[src/rtl/vga_depth_dither.sv]
// Colour-depth adapter: IN_W-bit RGB to OUT_W-bit RGB by truncate, round, Bayer or Bayer+temporal dither.
// Latency: 2 CE_PIX cycles for colour, HS, VS and DE (stage 1 threshold add, stage 2 saturate/slice).
// Backpressure: none; CE_PIX=0 freezes every register, outputs included.
module vga_depth_dither #(
    parameter int IN_W   = 8,
    parameter int OUT_W  = 6,
    parameter int MATRIX = 2,
    parameter bit SYNC_P = 1'b0
) (
    input  logic             CLOCK_27,
    input  logic             RESET_N,
    input  logic             CE_PIX,
    input  logic [1:0]       MODE,
    input  logic             HS_IN,
    input  logic             VS_IN,
    input  logic             DE_IN,
    input  logic [IN_W-1:0]  R_IN,
    input  logic [IN_W-1:0]  G_IN,
    input  logic [IN_W-1:0]  B_IN,
    output logic             VGA_HS,
    output logic             VGA_VS,
    output logic             VGA_DE,
    output logic [OUT_W-1:0] VGA_R,
    output logic [OUT_W-1:0] VGA_G,
    output logic [OUT_W-1:0] VGA_B
);

    localparam int D     = IN_W - OUT_W;
    localparam int LOG2N = (MATRIX == 4) ? 2 : 1;
    localparam int L     = 2 * LOG2N;
    localparam int SHL   = (D >= L) ? D - L : 0;
    localparam int SHR   = (D >= L) ? 0 : L - D;
    localparam int RSH   = (D >= 1) ? D - 1 : 0;
    localparam logic [31:0] RND_T = (D >= 1) ? (32'd1 << RSH) : 32'd0;

    if (OUT_W < 1 || OUT_W > IN_W) begin : g_bad_width
        $error("vga_depth_dither: OUT_W must satisfy 1 <= OUT_W <= IN_W");
    end
    if (MATRIX != 2 && MATRIX != 4) begin : g_bad_matrix
        $error("vga_depth_dither: MATRIX must be 2 or 4");
    end

    logic             hs_q, vs_q;
    logic [LOG2N-1:0] x, y;
    logic             had_de;
    logic             f;
    logic [1:0]       mode_q;

    logic             hs_lead, vs_lead;
    logic [LOG2N-1:0] xi, yi;
    logic [3:0]       m;
    logic [31:0]      t;
    logic [31:0]      sum_r, sum_g, sum_b;

    logic [IN_W:0]    s_r, s_g, s_b;
    logic             hs1, vs1, de1;

    // Edges compare the live input with the copy registered on the previous enabled pixel.
    assign hs_lead = (HS_IN == SYNC_P) && (hs_q != SYNC_P);
    assign vs_lead = (VS_IN == SYNC_P) && (vs_q != SYNC_P);

    assign xi = (mode_q == 2'b11) ? (x ^ LOG2N'(f)) : x;
    assign yi = (mode_q == 2'b11) ? (y ^ LOG2N'(f)) : y;

    if (MATRIX == 4) begin : g_bayer4
        always_comb begin
            m = 4'd0;
            case ({yi, xi})
                4'h0: m = 4'd0;   4'h1: m = 4'd8;   4'h2: m = 4'd2;   4'h3: m = 4'd10;
                4'h4: m = 4'd12;  4'h5: m = 4'd4;   4'h6: m = 4'd14;  4'h7: m = 4'd6;
                4'h8: m = 4'd3;   4'h9: m = 4'd11;  4'hA: m = 4'd1;   4'hB: m = 4'd9;
                4'hC: m = 4'd15;  4'hD: m = 4'd7;   4'hE: m = 4'd13;  default: m = 4'd5;
            endcase
        end
    end else begin : g_bayer2
        always_comb begin
            m = 4'd0;
            case ({yi, xi})
                2'b00:   m = 4'd0;
                2'b01:   m = 4'd2;
                2'b10:   m = 4'd3;
                default: m = 4'd1;
            endcase
        end
    end

    always_comb begin
        t = 32'd0;
        case (mode_q)
            2'b00:   t = 32'd0;
            2'b01:   t = RND_T;
            default: t = (32'(m) << SHL) >> SHR;
        endcase
        if (D == 0) t = 32'd0;
    end

    assign sum_r = 32'(R_IN) + t;
    assign sum_g = 32'(G_IN) + t;
    assign sum_b = 32'(B_IN) + t;

    // Bit IN_W of the stage-1 sum flags overflow; the rest is the unsaturated sum.
    function automatic logic [OUT_W-1:0] slice(input logic [IN_W:0] s);
        if (s[IN_W]) return '1;
        return OUT_W'(s[IN_W-1:0] >> D);
    endfunction

    always_ff @(posedge CLOCK_27 or negedge RESET_N) begin
        if (!RESET_N) begin
            hs_q   <= ~SYNC_P;
            vs_q   <= ~SYNC_P;
            x      <= '0;
            y      <= '0;
            had_de <= 1'b0;
            f      <= 1'b0;
            mode_q <= 2'b00;
        end else if (CE_PIX) begin
            hs_q <= HS_IN;
            vs_q <= VS_IN;
            x    <= DE_IN ? x + LOG2N'(1) : '0;
            if (vs_lead)                y <= '0;
            else if (hs_lead && had_de) y <= y + LOG2N'(1);
            had_de <= hs_lead ? 1'b0 : (had_de | DE_IN);
            if (vs_lead) begin
                f      <= ~f;
                mode_q <= MODE;
            end
        end
    end

    always_ff @(posedge CLOCK_27 or negedge RESET_N) begin
        if (!RESET_N) begin
            s_r    <= '0;
            s_g    <= '0;
            s_b    <= '0;
            hs1    <= ~SYNC_P;
            vs1    <= ~SYNC_P;
            de1    <= 1'b0;
            VGA_R  <= '0;
            VGA_G  <= '0;
            VGA_B  <= '0;
            VGA_HS <= ~SYNC_P;
            VGA_VS <= ~SYNC_P;
            VGA_DE <= 1'b0;
        end else if (CE_PIX) begin
            s_r    <= {|sum_r[31:IN_W], sum_r[IN_W-1:0]};
            s_g    <= {|sum_g[31:IN_W], sum_g[IN_W-1:0]};
            s_b    <= {|sum_b[31:IN_W], sum_b[IN_W-1:0]};
            hs1    <= HS_IN;
            vs1    <= VS_IN;
            de1    <= DE_IN;
            VGA_R  <= de1 ? slice(s_r) : '0;
            VGA_G  <= de1 ? slice(s_g) : '0;
            VGA_B  <= de1 ? slice(s_b) : '0;
            VGA_HS <= hs1;
            VGA_VS <= vs1;
            VGA_DE <= de1;
        end
    end

endmodule

[config.mk]
export PLATFORM = sky130hd
export DESIGN_NAME = vga_depth_dither
export DESIGN_NICKNAME = d
export VERILOG_FILES = /design/src/rtl/vga_depth_dither.sv
export SDC_FILE = /design/constraint.sdc
export NUM_CORES = 1
export LEC_CHECK = 0
export CORE_ASPECT_RATIO = 1.4
export CORE_MARGIN = 4
export CORE_UTILIZATION = 54
export DETAILED_ROUTE_END_ITERATION = 16
export HOLD_SLACK_MARGIN = 0.03
export PLACE_DENSITY = 0.84
export SLEW_MARGIN = 30
export SYNTH_ARGS = -nofsm -noshare
export SYNTH_HDL_FRONTEND = slang
export SYNTH_SLANG_ARGS = --single-unit
export TNS_END_PERCENT = 5
[constraint.sdc]
create_clock -name CLOCK_27 -period 5.3 [get_ports CLOCK_27]
set_clock_uncertainty 0.2 [all_clocks]
set_input_delay 0.795 -clock CLOCK_27 [delete_from_list [all_inputs] [get_ports CLOCK_27]]
set_output_delay 0.795 -clock CLOCK_27 [all_outputs]
set_load 0.02 [all_outputs]
==> metrics, run 1 <==
run status complete, no violations; clock transition time at the flip-flop clock pins of the worst setup and hold paths 90 ps; final number of setup-violating endpoints 0; proportion of layout cells with a drive suffix above 1 9.79%; r2r worst-path depth 9; maximum clock frequency 349 MHz; estimated wirelength of the detail-placed design between 3000 and 4000 microns; worst vdd ir 0.000369 V; core outline area 4310 sq um; total number of clock tree sinks approximately 50; maximum number of pins on one net before global-route repair 72; via count of the first global-routing pass 1928; effective utilization at floorplan 56.9%; Final period util 54.1%; clock tree from TritonCTS done; floorplan die area 5700 sq um; number of buffers inserted for hold repair after clock tree synthesis 0; commonest register cell after synthesis sky130_fd_sc_hd__dfrtp_1; final estimated routing congestion in global placement between 0.8 and 0.9; router iterations before antenna repair 4; number of buffers created by CTS 5; register bit total from synthesis slightly above 50; count of different cell masters after synthesis 37; number of failing hold endpoints at the final stage 0; critical-path maximum fanout 7; Static Leak 1.30 nW; max_slew headroom 52.3%; most used standard cells in the synthesized netlist sky130_fd_sc_hd__dfrtp_1, sky130_fd_sc_hd__inv_1, sky130_fd_sc_hd__o21ai_0, sky130_fd_sc_hd__o211ai_1, sky130_fd_sc_hd__nor2_1; total nets after synthesis 272; Clock Tree Buf Depth 2; Rows 28; number of synthesized flops with an enable pin 0; hold depth 1; later-pin clock latency in the skew report 290 ps; postcts setup bufs 0; most used standard cell by instance count after synthesis sky130_fd_sc_hd__dfrtp_1; GRT overflow 0; area grow syn2layout 28.1%; post-synthesis sequential area ratio 52.2%; average size of a mapped cell between 10 and 15 sq um; cell at the root of the clock tree sky130_fd_sc_hd__clkbuf_8; Die Wd 65.0 microns; Overall Power 1.08 mW; met3 usage in global routing 3.85%; max-capacitance violation count 0; Iteration-0 DRC Markers 97; cells taking the most area after synthesis sky130_fd_sc_hd__dfrtp_1, sky130_fd_sc_hd__o211ai_1, sky130_fd_sc_hd__o21ai_0; total of warnings raised by yosys 0; overall die height 87.8 microns; total number of vias 1899; unrepaired setup endpoints after global routing false; post-synthesis async set-or-reset flop share 100%; CP endpoint kind flop; cell accounting for the most synthesized area sky130_fd_sc_hd__dfrtp_1; global routing met2 resource utilization 34.4%; IO Count 53; cell count after synthesis around 240; DRC violation count after routing 0; Global Route met1 Usage ~24%; cell area after technology mapping 2450 sq um; power per unit of standard cell area 343 nW/um^2; final antenna-violating net count 0; category of the critical setup timing path reg -> reg; post-detailed-route wirelength per cell between 10 and 15 microns; most used routing layer in global routing met2; count of filler cells inserted in the layout between 300 and 400; buffers added on ports 52; detailed-route vias per instance 5.49; arrival time of the worst setup path 2850 ps; number of instances resized during post-cts repair 0; Hold Path Class reg -> reg; Post-Route WL 5010 microns; wire length of the first global-routing pass 8650 microns; multi-input logic area 1030 sq um; fraction of synthesized cell area taken by the top area cell type 47.9%; data required time at the worst endpoint around 5300 ps; count of H-tree levels built during CTS 2; antenna violations before repair 0; Nets around 320; Least-Margin Pin Slew between 700 and 800 ps; Register Area around 1300 sq um; pins over their slew limit 0; final critical-path required period 2870 ps; critical path launch point type flop; summed negative setup slack over all endpoints 0 ps; n_diodes 0; All-Layer GR Usage 19.5%
[kinds of logic after synthesis]
group,Yosys count,share of synthesized area (%)
flip-flops,51,52.2
AND/OR/NAND/NOR,46,9.69
multiplexers,11,4.95
AO/OA/AOI/OAI,72,20.2
XOR/XNOR,13,4.64
buffers and inverters,37,5.76
adder cells (fa/ha/maj),5,2.55
[cells in the final DEF, fill, tap and decap left out, types with 7 or more instances in the layout]
cell / synthesis / layout
sky130_fd_sc_hd__nand2_1: 9 / 9
sky130_fd_sc_hd__a21oi_1: 10 / 10
sky130_fd_sc_hd__o21ai_0: 24 / 24
sky130_fd_sc_hd__inv_1: 25 / 25
sky130_fd_sc_hd__nand3_1: 7 / 7
sky130_fd_sc_hd__o211ai_1: 21 / 21
sky130_fd_sc_hd__mux2_2: 9 / 9
sky130_fd_sc_hd__xor2_1: 7 / 7
sky130_fd_sc_hd__clkdlybuf4s50_1: 0 / 50
sky130_fd_sc_hd__nor2_1: 11 / 11
sky130_fd_sc_hd__dfrtp_1: 47 / 47
[per-layer routing]
layer | vias up | routed length, microns
li1 | 929 | -
met1 | 929 | 2100
met2 | 36 | 2630
met3 | 5 | 224
met4 | 0 | 54
met5 | - | 0
[sequential cells by signal (all words and copies together) (netlist names), 2 cells and up]
register  cells
VGA_G         6
mode_q        2
s_b           7
s_r           7
VGA_R         6
s_g           7
VGA_B         6
[through the flow]
step	worst slack (ps)	hold slack (ps)	cells	utilization, %	area [sq um]
after floorplan	2770	247	235	-	2450
after global placement	2610	259	338	69.9	3010
after detailed placement	2440	267	338	69.9	3010
after CTS	2420	283	346	72.9	3140
after global routing	2180	323	346	72.9	3140
final	2430	280	346	72.9	3140
[worst paths after layout]
check,from,to,slack (ps)
min in group asynchronous,RESET_N,VGA_G[4],380
hold / removal,f,f,280
setup / recovery,mode_q[1],s_r[6],2430
setup reg to reg,mode_q[1],s_r[6],2430
hold reg to reg,f,f,280
max in group asynchronous,RESET_N,s_r[2],4100
[power by group]
group / internal (mW) / switching [mW]
sequential: 0.451 / 0.0412
combinational: 0.133 / 0.138
clock: 0.189 / 0.125
total: 0.773 / 0.305
[critical path, stage by stage, from the launching register on]
cell,delay (ps)
sky130_fd_sc_hd__dfrtp_1,460
sky130_fd_sc_hd__nand3_1,160
sky130_fd_sc_hd__xnor2_1,230
sky130_fd_sc_hd__ha_1,260
sky130_fd_sc_hd__a21oi_1,300
sky130_fd_sc_hd__ha_1,310
sky130_fd_sc_hd__o2111a_1,160
sky130_fd_sc_hd__o211ai_2,300
sky130_fd_sc_hd__nor4_1,80
sky130_fd_sc_hd__a2111o_1,290
[area by class of cell]
type,instances,area share (%)
well taps,60,2.39
flip-flops and latches,51,40.8
repair buffers,54,16.7
clock buffers,6,2.31
inverters,26,3.11
clock inverters,2,1.91
multi-input cells,147,32.8
Note: power is estimated with default switching activity, not from simulation.
==> run 2, diff against run 1 <==
--- a/config.mk
+++ b/config.mk
@@ -7,10 +7,10 @@
 export LEC_CHECK = 0
 export CORE_ASPECT_RATIO = 1.4
 export CORE_MARGIN = 4
-export CORE_UTILIZATION = 54
+export CORE_UTILIZATION = 50
 export DETAILED_ROUTE_END_ITERATION = 16
 export HOLD_SLACK_MARGIN = 0.03
-export PLACE_DENSITY = 0.84
+export PLACE_DENSITY = 0.79
 export SLEW_MARGIN = 30
 export SYNTH_ARGS = -nofsm -noshare
 export SYNTH_HDL_FRONTEND = slang
==> constraint.sdc (replaced) <==
create_clock -name CLOCK_27 -period 2.75 [get_ports CLOCK_27]
set_clock_uncertainty 0.2 [all_clocks]
set_input_delay 0.4125 -clock CLOCK_27 [delete_from_list [all_inputs] [get_ports CLOCK_27]]
set_output_delay 0.4125 -clock CLOCK_27 [all_outputs]
set_load 0.02 [all_outputs]
==> metrics, run 2 (synthesis results as in run 1) <==
run status complete, no violations; later-pin clock latency in the skew report 300 ps (about the same); met2 routed WL 2510 microns (-4.6%); Met3 Wirelength 199 microns (-11%); Rows 29 (+3.6%); worst hold slack 278 ps (-2.68 ps); final antenna-violating net count 0 (unchanged); Clock Tree Buf Depth 2 (unchanged); startpoint of the lowest-slack register-to-register path f; Post-Route M1 WL 2140 microns (+2.0%); count of H-tree levels built during CTS 2 (unchanged); number of logic stages on the critical path including buffering 9 (unchanged); r2r worst-path depth 9 (unchanged); number of buffers created by CTS 5 (unchanged); buffers added on ports 52 (unchanged); Nets 327 (+1.6%); slowest library cell on the worst path sky130_fd_sc_hd__dfrtp_1; count of filler cells inserted in the layout 407 (+25%); critical-path maximum fanout 7 (unchanged); core outline area 4640 sq um (+7.8%); estimated wirelength of the detail-placed design 3580 microns (+1.3%); Worst path top cell family by delay compound AO/OA/AOI/OAI gates; pins over their slew limit 0 (unchanged); final estimated routing congestion in global placement 0.773 (-7.3%); Least-Margin Pin Slew 684 ps (-31.6 ps); max-capacitance violation count 0 (unchanged); effective utilization at floorplan 52.8% (-4.1 points); maximum number of pins on one net before global-route repair 52 (-28%); worst vdd ir 0.000408 V (+11%); startpoint of the worst setup timing path f; final number of setup-violating endpoints 0 (unchanged); Max Used Layer met4; Iteration-0 DRC Markers 75 (-23%); All-Layer GR Usage 18.0% (-1.5 points); final critical-path required period 2580 ps (-287 ps); most used cells in the layout excluding fill and tap cells sky130_fd_sc_hd__clkdlybuf4s50_1, sky130_fd_sc_hd__dfrtp_1, sky130_fd_sc_hd__inv_1; via count of the first global-routing pass 1944 (+0.83%); max_slew headroom 54.4% (+2.1 points); Hold Path Class reg -> reg; antenna violations before repair 0 (unchanged); Static Leak 1.31 nW (+0.42%); crit path cell chain nand3_1 -> xor2_1 -> ha_1 -> a21oi_2 -> ha_1 -> o2111a_1 -> o211ai_2 -> nor4_1 -> a2111o_1; category of the critical setup timing path reg -> reg; most frequent standard cell in the layout excluding fill and tap cells sky130_fd_sc_hd__clkdlybuf4s50_1; proportion of layout cells with a drive suffix above 1 11.4% (+1.6 points); maximum clock frequency 388 MHz (+11%); power per unit of standard cell area 607 nW/um^2 (+77%); n_diodes 0 (unchanged); DRC violation count after routing 0 (unchanged); total number of clock tree sinks 51 (unchanged); IO Count 53 (unchanged); total number of vias 1908 (+0.47%); clock transition time at the flip-flop clock pins of the worst setup and hold paths 80 ps (about the same); data required time at the worst endpoint 2740 ps (-2550 ps); cell at the root of the clock tree sky130_fd_sc_hd__clkbuf_8; arrival time of the worst setup path 2560 ps (-290 ps); number of buffers and inverters on the critical path 0 (unchanged); clock tree from TritonCTS done; worst reg2reg endpoint s_r[6]; worst stage delay on the critical path 390 ps (-70 ps); cell with the most instances on the worst path sky130_fd_sc_hd__ha_1; biggest registers after layout s_b (7), s_g (7), s_r (7); critical path launch point type flop; Die Wd 67.2 microns (+3.4%); Post-Route WL 4930 microns (-1.7%); unrepaired setup endpoints after global routing true; wire length of the first global-routing pass 8640 microns (-0.16%); floorplan die area 6110 sq um (+7.1%); CP endpoint kind flop; GRT overflow 0 (unchanged); overall die height 90.9 microns (+3.6%); area grow syn2layout 28.1% (about the same); Finished Core Util 67.7% (-5.2 points); reg2reg setup slack 170 ps (-2260 ps); post-detailed-route wirelength per cell 14.0 microns (-3.4%); detailed-route vias per instance 5.42 (-1.2%); router iterations before antenna repair 4 (unchanged); end of the critical path s_r[6]; hold depth 1 (unchanged); Final period util 93.7% (+40 points); number of failing hold endpoints at the final stage 0 (unchanged)
## run 2: report_power, final
group | leakage, nW | switching (mW) | internal (mW)
combinational | 0.638 | 0.270 | 0.269
sequential | 0.625 | 0.0721 | 0.869
clock | 0.0470 | 0.231 | 0.198
## run 2: what timing repair did
item / CTS / global route
hold endpoints to repair: 13 / 0
hold buffers: 1 / 0
setup endpoints to repair: 0 / 15
gates resized for setup: 0 / 2
buffers inserted: 0 / 0
## run 2: stage by stage
stage               total power [mW]  TNS (ps)  setup WS [ps]  area [sq um]  instances
floorplan                       1.27         0            224          2450        235
global placement                1.47         0            166          3040        344
detailed placement              1.49         0           87.0          3040        344
CTS                             1.92         0           63.0          3140        352
global route                    2.04     -26.1          -12.3          3140        352
finish                          1.91         0            172          3140        352
## run 2: final cells by class
| class | count | area (sq um) | share of cell area (%) |
|---|---|---|---|
| Multi-Input combinational cell | 147 | 1030 | 32.9 |
| Inverter | 26 | 97.6 | 3.10 |
| Timing Repair Buffer | 59 | 566 | 18.0 |
| Tap cell | 62 | 77.6 | 2.47 |
| Sequential cell | 51 | 1280 | 40.7 |
| Clock inverter | 1 | 5.00 | 0.159 |
| Clock buffer | 6 | 82.6 | 2.63 |
## run 2: how the worst min path moves through the flow
stage / end / from / slack, ps
after floorplan: VGA_B[0] / RESET_N / -80
after global placement: VGA_HS / VGA_HS / 260
after detailed placement: VGA_HS / VGA_HS / 260
after CTS: VGA_HS / VGA_HS / 280
after global routing: f / f / 300
final: f / f / 280
## run 2: routing by layer
layer  GRT usage [%]  vias to the layer above
met5               0                        -
met3            3.61                        6
met2            29.7                       41
li1                -                      947
met1            22.5                      914
met4            6.94                        0
